==> src/rtl/riscv_pkg.sv <==
// Shared types and constants for the RISC-V instruction-fetch front end.
package riscv_pkg;

    localparam int FETCH_XLEN  = 32;
    localparam int INSTR_BYTES = 4;

    typedef struct packed {
        logic [FETCH_XLEN-1:0] pc;
        logic [FETCH_XLEN-1:0] instr;
    } fetch_entry_t;

    typedef enum logic {F_IDLE, F_FETCH} fetch_state_t;

endpackage

==> src/rtl/riscv_fetch_queue_sync_fifo.sv <==
// Synchronous FIFO with flush, occupancy count and a register-driven head output.
module sync_fifo #(
    parameter type T     = logic,
    parameter int  DEPTH = 4
) (
    input  logic                         clk,
    input  logic                         reset,
    input  logic                         push,
    input  logic                         pop,
    input  logic                         flush,
    input  T                             din,
    output T                             dout,
    output logic [$clog2(DEPTH+1)-1:0]   cnt,
    output logic                         full,
    output logic                         empty
);

    localparam int PTR_W = $clog2(DEPTH);
    localparam int CNT_W = $clog2(DEPTH+1);

    T                 mem [DEPTH];
    logic [PTR_W-1:0] wr_ptr;
    logic [PTR_W-1:0] rd_ptr;

    // Storage is cleared on reset so the head reads as zero before the first push.
    always_ff @(posedge clk or posedge reset) begin
        if (reset) begin
            wr_ptr <= '0;
            rd_ptr <= '0;
            cnt    <= '0;
            for (int i = 0; i < DEPTH; i++) begin
                mem[i] <= '0;
            end
        end else if (flush) begin
            wr_ptr <= '0;
            rd_ptr <= '0;
            cnt    <= '0;
        end else begin
            if (push) begin
                mem[wr_ptr] <= din;
                wr_ptr      <= wr_ptr + PTR_W'(1);
            end
            if (pop) begin
                rd_ptr <= rd_ptr + PTR_W'(1);
            end
            cnt <= cnt + CNT_W'(push) - CNT_W'(pop);
        end
    end

    assign dout  = mem[rd_ptr];
    assign full  = (cnt == CNT_W'(DEPTH));
    assign empty = (cnt == '0);

endmodule

==> src/rtl/riscv_fetch_queue.sv <==
// Instruction-fetch queue: credit-limited imem requests, in-order responses, redirect/flush.
// Optional FETCH_PERF_EN adds saturating fetched/dropped counters.
module riscv_fetch_queue
    import riscv_pkg::*;
#(
    parameter int              XLEN     = 32,
    parameter int              DEPTH    = 4,
    parameter logic [XLEN-1:0] RESET_PC = '0
) (
    input  logic            clk,
    input  logic            reset,
    input  logic            fetch_en,
    input  logic            redirect,
    input  logic [XLEN-1:0] redirect_pc,
    output logic            req_valid,
    input  logic            req_ready,
    output logic [XLEN-1:0] req_addr,
    input  logic            rsp_valid,
    input  logic [XLEN-1:0] rsp_data,
    output logic            instr_valid,
    input  logic            instr_ready,
    output logic [XLEN-1:0] instr_pc,
    output logic [XLEN-1:0] instr_data
`ifdef FETCH_PERF_EN
    ,
    output logic [XLEN-1:0] perf_fetched,
    output logic [XLEN-1:0] perf_dropped
`endif
);

    localparam int              CNT_W     = $clog2(DEPTH+1);
    localparam logic [XLEN-1:0] WORD_MASK = ~XLEN'(INSTR_BYTES-1);
    localparam logic [XLEN-1:0] STEP      = XLEN'(INSTR_BYTES);

    fetch_state_t     state;
    logic [XLEN-1:0]  rsp_pc;
    logic [XLEN-1:0]  target;
    logic [CNT_W-1:0] outstanding;
    logic [CNT_W-1:0] drop_cnt;
    logic [CNT_W-1:0] fifo_cnt;
    logic             fifo_full;
    logic             fifo_empty;
    logic             room;
    logic             issue;
    logic             drop;
    logic             push;
    logic             pop;
    fetch_entry_t     wr_entry;
    fetch_entry_t     head;

    assign target = redirect_pc & WORD_MASK;

    // Buffered plus in-flight (including to-be-dropped) never exceeds DEPTH.
    assign room      = ({1'b0, fifo_cnt} + {1'b0, outstanding}) < (CNT_W+1)'(DEPTH);
    assign req_valid = (state == F_FETCH) && !redirect && room;
    assign issue     = req_valid && req_ready;

    assign drop     = rsp_valid && (redirect || (drop_cnt != '0));
    assign push     = rsp_valid && !drop;
    assign pop      = instr_valid && instr_ready && !redirect;
    assign wr_entry = '{pc: rsp_pc, instr: rsp_data};

    always_ff @(posedge clk or posedge reset) begin
        if (reset) begin
            state <= F_IDLE;
        end else if (state == F_IDLE) begin
            if (fetch_en) state <= F_FETCH;
        end else if (!fetch_en && !(req_valid && !req_ready)) begin
            state <= F_IDLE;
        end
    end

    always_ff @(posedge clk or posedge reset) begin
        if (reset) begin
            req_addr    <= RESET_PC;
            rsp_pc      <= RESET_PC;
            outstanding <= '0;
            drop_cnt    <= '0;
        end else begin
            outstanding <= outstanding + CNT_W'(issue) - CNT_W'(rsp_valid);
            if (redirect) begin
                req_addr <= target;
                rsp_pc   <= target;
                drop_cnt <= outstanding - CNT_W'(rsp_valid);
            end else begin
                if (issue) req_addr <= req_addr + STEP;
                if (push)  rsp_pc   <= rsp_pc + STEP;
                if (drop)  drop_cnt <= drop_cnt - CNT_W'(1);
            end
        end
    end

    sync_fifo #(
        .T     (fetch_entry_t),
        .DEPTH (DEPTH)
    ) u_fifo (
        .clk   (clk),
        .reset (reset),
        .push  (push),
        .pop   (pop),
        .flush (redirect),
        .din   (wr_entry),
        .dout  (head),
        .cnt   (fifo_cnt),
        .full  (fifo_full),
        .empty (fifo_empty)
    );

    assign instr_valid = !fifo_empty;
    assign instr_pc    = head.pc;
    assign instr_data  = head.instr;

    always_ff @(posedge clk) begin
        if (!reset) begin
            assert (!(push && fifo_full && !pop));
        end
    end

`ifdef FETCH_PERF_EN
    function automatic logic [XLEN-1:0] sat_inc(input logic [XLEN-1:0] v);
        return (&v) ? v : v + XLEN'(1);
    endfunction

    always_ff @(posedge clk or posedge reset) begin
        if (reset) begin
            perf_fetched <= '0;
            perf_dropped <= '0;
        end else begin
            if (push) perf_fetched <= sat_inc(perf_fetched);
            if (drop) perf_dropped <= sat_inc(perf_dropped);
        end
    end
`endif

endmodule
==> config.mk <==
export PLATFORM = sky130hd
export DESIGN_NAME = riscv_fetch_queue
export DESIGN_NICKNAME = d
export VERILOG_FILES = /design/src/rtl/riscv_pkg.sv /design/src/rtl/riscv_fetch_queue_sync_fifo.sv /design/src/rtl/riscv_fetch_queue.sv
export SDC_FILE = /design/constraint.sdc
export NUM_CORES = 1
export LEC_CHECK = 0
export ABC_AREA = 1
export BUFFER_PORTS_ARGS = -buffer_cell sky130_fd_sc_hd__buf_2
export CELL_PAD_IN_SITES_DETAIL_PLACEMENT = 1
export CELL_PAD_IN_SITES_GLOBAL_PLACEMENT = 1
export CORE_ASPECT_RATIO = 1.2
export CORE_MARGIN = 8
export CORE_UTILIZATION = 30
export CTS_BUF_LIST = sky130_fd_sc_hd__clkbuf_2
export DETAILED_ROUTE_END_ITERATION = 8
export PLACE_DENSITY = 0.69
export SLEW_MARGIN = 40
export SYNTH_ARGS = -nofsm -noshare
export SYNTH_HDL_FRONTEND = slang
export SYNTH_SLANG_ARGS = --single-unit
==> constraint.sdc <==
create_clock -name clk -period 20.4 [get_ports clk]
set_input_delay 3.06 -clock clk [delete_from_list [all_inputs] [get_ports clk]]
set_output_delay 3.06 -clock clk [all_outputs]
set_load 0.01 [all_outputs]
After elaboration in Yosys (flattened, before gate mapping). Index checks and enable logic that the tools add are counted.

Register bits after elaboration: 334.

Bitwise operators: 3. $add $sub $neg: 11. Order comparisons: 4. Mux-type cells: 20. Reductions and logical operators: 24.

Operators by type and width (number): $bwmux W256 (1); $mux W64 (3); $bmux W64 S2 (1); $demux W64 S2 (1); $mux W32 (4); $add A32 B3 Y32 const B (2); $logic_and A1 B1 Y1 (10); $mux W3 (3); $sub A3 B1 Y3 (3); $mux W2 (4); $reduce_bool A2 Y1 (4); $add A3 B1 Y3 (2); $ge A3 B3 Y1 const B (2); $logic_not A1 Y1 (6); $not A2 Y3 (2); $add A2 B1 Y2 const B (2); $add A3 B3 Y4 (1); $lt A4 B3 Y1 const B (1); $logic_not A3 Y1 (1); $lt A3 B1 Y1 const B (1); $mux W1 (3); $reduce_bool A3 Y1 (1); $sub A3 B1 Y3 const B (1); $reduce_and A2 Y1 (1); 2 further kinds (2).

Depth between registers and ports, before layout.
Depth after elaboration: 8. Gate-level depth with buffers: 13. Mapped depth without buffers: 11.

Cells and area by module. From an unflattened synthesis, not the netlist that was laid out.

Cells, all modules: 2132. Area total of the unflattened synthesis: 16544.6 um2.

Modules (own cells, without submodules): sync_fifo (times used 1, area an instance 11878.9 um2, cells each 1431); riscv_fetch_queue (times used 1, area an instance 4665.7 um2, cells each 701).

Worst setup path after synthesis. No wires, ideal clock.

Path type: in2out. Start point: input redirect. End point: output req_valid. Required time: 17.340 ns. Arrival: 3.603 ns. Stages: 4. Setup slack: 13.737 ns. Cells stage by stage: buf_4 > nor2_1 > nand2_1 > nor2_4.

Word-level cells in the longest chain between the ends: 3.

Ends and longest elaborated chain: from (decl) (RTL line riscv_fetch_queue.sv:13) `input logic redirect,`; $logic_not A1 Y1 (RTL line riscv_fetch_queue.sv:55) `assign req_valid = (state == F_FETCH) && !redirect && room;`; $logic_and A1 B1 Y1 (2 in a row) (RTL line riscv_fetch_queue.sv:55); to (decl) (RTL line riscv_fetch_queue.sv:15) `output logic req_valid,`.

Every way passes these cells.

Worst setup path after layout. Same ends and word-level chain as after synthesis.

==> impl_results.md <==
- Sw Pwr: 0.843 mW
- Final worst setup slack: 13.24 ns
- Post-Synth XOR/XNOR Area: 0.735%
- First-pass GRT wire length: 82000 um
- Clk_skew: 0.0886 ns
- PortBufs: 162
- Ranking of synthesized cells by area: dfrtp_1 52%, nand2_1 12%, o21ai_0 11%
- Data required, critical path: 17.34 ns
- CTS Hold Bufs: 0
- Layout cell share with drive strength beyond 1: 15.8%
- Initial antenna violation count: 1
- Wirelength per Cell: 17.8 um
- Total gr overflow: 0
- I/O pin cnt: 169
- CTS buffer count: 89
- Min Tclk post-route: 7.16 ns
- Distinct cells, synth: 41
- Total Wirelength: 50000 um
- Crit end category: output pin
- Mapped Area: 15500 sq um
- Die height: 265 um
- Vias in the first global route: 15293
- Worst-path clk slew: 0.09 ns
- Latest clock arrival within the worst-skew pair: 1.03 ns
- Yosys warnings: 0
- Switch share: 40.5%
- 1st-iter DRT viols: 748
- Area growth from synthesis to layout: 13.6%
- Fillers: 6330
- DIE AREA: 59200 sq um
- DR pass1 iterations: 4
- Resized cells post-CTS: 0
- Via count of the routed design: 13868
- CTS Root Cell: clkbuf_2
- DRC Markers: 0
- Tcrit/Tclk final: 35.1%
- #FFs+latches synth: 322
- Synthesized area per cell: 8.03 sq um
- PwrDens: 118 nW/um^2
- Gate Count Post-Synth: 1930
- Mux contribution to synthesized area: 0%
- Place WS: 13.21 ns
- Worst slew pin tran: 0.850 ns
- Int Pwr: 1.24 mW
- Routability-driven placement congestion ratio: 0.843
- FP Rows: 91
- Combinational power share: 33.1%
- Number of nets with antenna violations after routing: 0
- Leakage: 8.72 nW
- Post-synth EDFFs: 0
- Clk sinks: 322
- Yosys top cell area share: 52.0%
- Top FF cell, synth: dfrtp_1
- TritonCTS clock tree: built
- DR vias/cell: 4.95
- Worst-path fanout max: 41
- Seq/Total Area, Yosys: 52.0%
- GRT Total Usage: 17.1%
- F_max: 0.140 GHz
- Initial core utilization: 30.2%
- Top cell type by total area after synthesis: dfrtp_1
- Critical Path AT: 4.10 ns
- Slew HR: 43.4%
- Die width: 223 um
- Largest family of logic cells by synthesized area: simple AND/OR/NAND/NOR gates
- Commonest non-fill, non-tap cells in the layout: 480 x nand2_1, 336 x o21ai_0, 320 x dfrtp_1
- VDD IR max: 0.0570 mV
- CP Class: primary input to output pin
- Compound-cell area share of the yosys netlist: 17.6%
- Hold_ws: 0.486 ns
- Worst Hold Class: register to register
- Post-synthesis simple-gate area fraction: 21.1%
- Max-slew violations: 0
- HPWL after DPL: 32300 um
- CTS max path bufs: 3
- Synth Area in Adders: 1.55%
- Final Instance Count excl. Fillers: 2803
- H-tree depth: 3
- Placed insts: 2645
- Share of power burned in registers: 42.6%
- Final Setup Violations: 0
- Clock share of power: 24.2%
- Final nets: 2174
- CP startpoint kind: primary input
- Status: complete, no violations
- Commonest non-fill, non-tap cell in the layout: nand2_1
- R2R Setup Slk: 17.62 ns
- Largest net degree at the start of global routing: 127
- Floorplan core area: 51200 sq um
- Setup_tns: 0 ns
- RSZ-0062 raised after global routing: no
- Hold Fails Final Rpt: 0
- FFs w/ async S/R, synth: 100%
- Post-CTS setup buffers: 0
- Max_cap viols: 0
[Yosys cell counts (2+ instances only)]
| master | number |
|---|---|
| nor2_2 | 3 |
| nand3b_1 | 4 |
| o22ai_1 | 62 |
| nand2_2 | 5 |
| dfrtp_1 | 322 |
| nor2_4 | 3 |
| o21ai_2 | 2 |
| a31oi_1 | 5 |
| nor3_1 | 10 |
| ha_1 | 16 |
| o311ai_0 | 2 |
| xnor2_1 | 3 |
| nand2_1 | 480 |
| buf_2 | 21 |
| o21ai_0 | 336 |
| o211ai_1 | 7 |
| buf_4 | 15 |
| nand4_1 | 9 |
| fa_1 | 2 |
| buf_6 | 8 |
| a21oi_1 | 24 |
| o221ai_1 | 4 |
| nor2_1 | 217 |
| clkbuf_1 | 67 |
| o21ai_1 | 71 |
| buf_1 | 3 |
| nand2_4 | 3 |
| xor2_1 | 10 |
| nand3_1 | 73 |
| inv_1 | 131 |
| inv_2 | 2 |
[layer usage]
metal	track usage, %	vias to the layer above	wire [um]
met5	0	-	0
met4	6.39	0	1080
met3	3.75	66	2210
met2	29.5	253	24400
met1	20.7	6855	22300
li1	-	6694	-
[cells by family (layout without fill, tap and decap cells)]
group,after synthesis,in the layout
other,1,5
and+or+nand+nor,810,810
adders and majority gates,18,18
xor gates and xnor gates,13,13
buffers and inverters,250,468
AOI/OAI and AO/OA,516,516
DFF,322,322
[final cells by class]
type                    instances  area (sq um)  area share (%)
diodes                          1          2.50          0.0142
clock buffers                 123           616            3.50
clock inverters                34           254            1.44
inverters                     136           532            3.02
multi-input cells            1361          6370            36.2
flip-flops and latches        322          8060            45.8
well taps                     651           815            4.63
repair buffers                175           951            5.40
[per-stage QoR]
stage / power (mW) / instance area, sq um / util [%]
2_1_floorplan: 1.30 / 15500 / -
3_3_place_gp: 1.57 / 16700 / 32.6
3_5_place_dp: 1.61 / 16700 / 32.6
4_1_cts: 2.13 / 17600 / 34.3
5_1_grt: 2.26 / 17600 / 34.4
6_report: 2.08 / 17600 / 34.4
[power groups by stage]
| stage | clock [mW] | sequential, mW | combinational (mW) |
|---|---|---|---|
| 3_5_place_dp | 0 | 0.898 | 0.709 |
| 5_1_grt | 0.563 | 0.907 | 0.790 |
| 6_report | 0.504 | 0.887 | 0.689 |
| 4_1_cts | 0.533 | 0.887 | 0.711 |
| 3_3_place_gp | 0 | 0.890 | 0.684 |
| 2_1_floorplan | 0 | 0.861 | 0.443 |
[worst paths after layout]
check / start / to / depth (start not counted)
setup / recovery: redirect / req_valid / 6
hold / removal: u_fifo.mem[83]$_DFFE_PP0P_ / u_fifo.mem[83]$_DFFE_PP0P_ / 2
setup reg to reg: drop_cnt[0]$_DFFE_PP0P_ / u_fifo.mem[11]$_DFFE_PP0P_ / 10
hold reg to reg: u_fifo.mem[83]$_DFFE_PP0P_ / u_fifo.mem[83]$_DFFE_PP0P_ / 2
max in group asynchronous: reset / u_fifo.mem[35]$_DFFE_PP0P_ / 5
min in group asynchronous: reset / u_fifo.mem[7]$_DFFE_PP0P_ / 2
[flip-flops by register name, indices dropped and copies added (netlist names)]
name / flops
outstanding: 3
u_fifo.wr_ptr: 2
req_addr: 30
drop_cnt: 3
u_fifo.cnt: 3
rsp_pc: 30
u_fifo.rd_ptr: 2
u_fifo.mem: 248
state: 1
[worst max-delay path: stages]
cell and delay (ns):
buf_2 0.07, buf_4 0.43, nor2_1 0.11, nand2_1 0.19, nor2_4 0.08, buf_2 0.14
No activity file was read; power rests on OpenSTA's default activity.
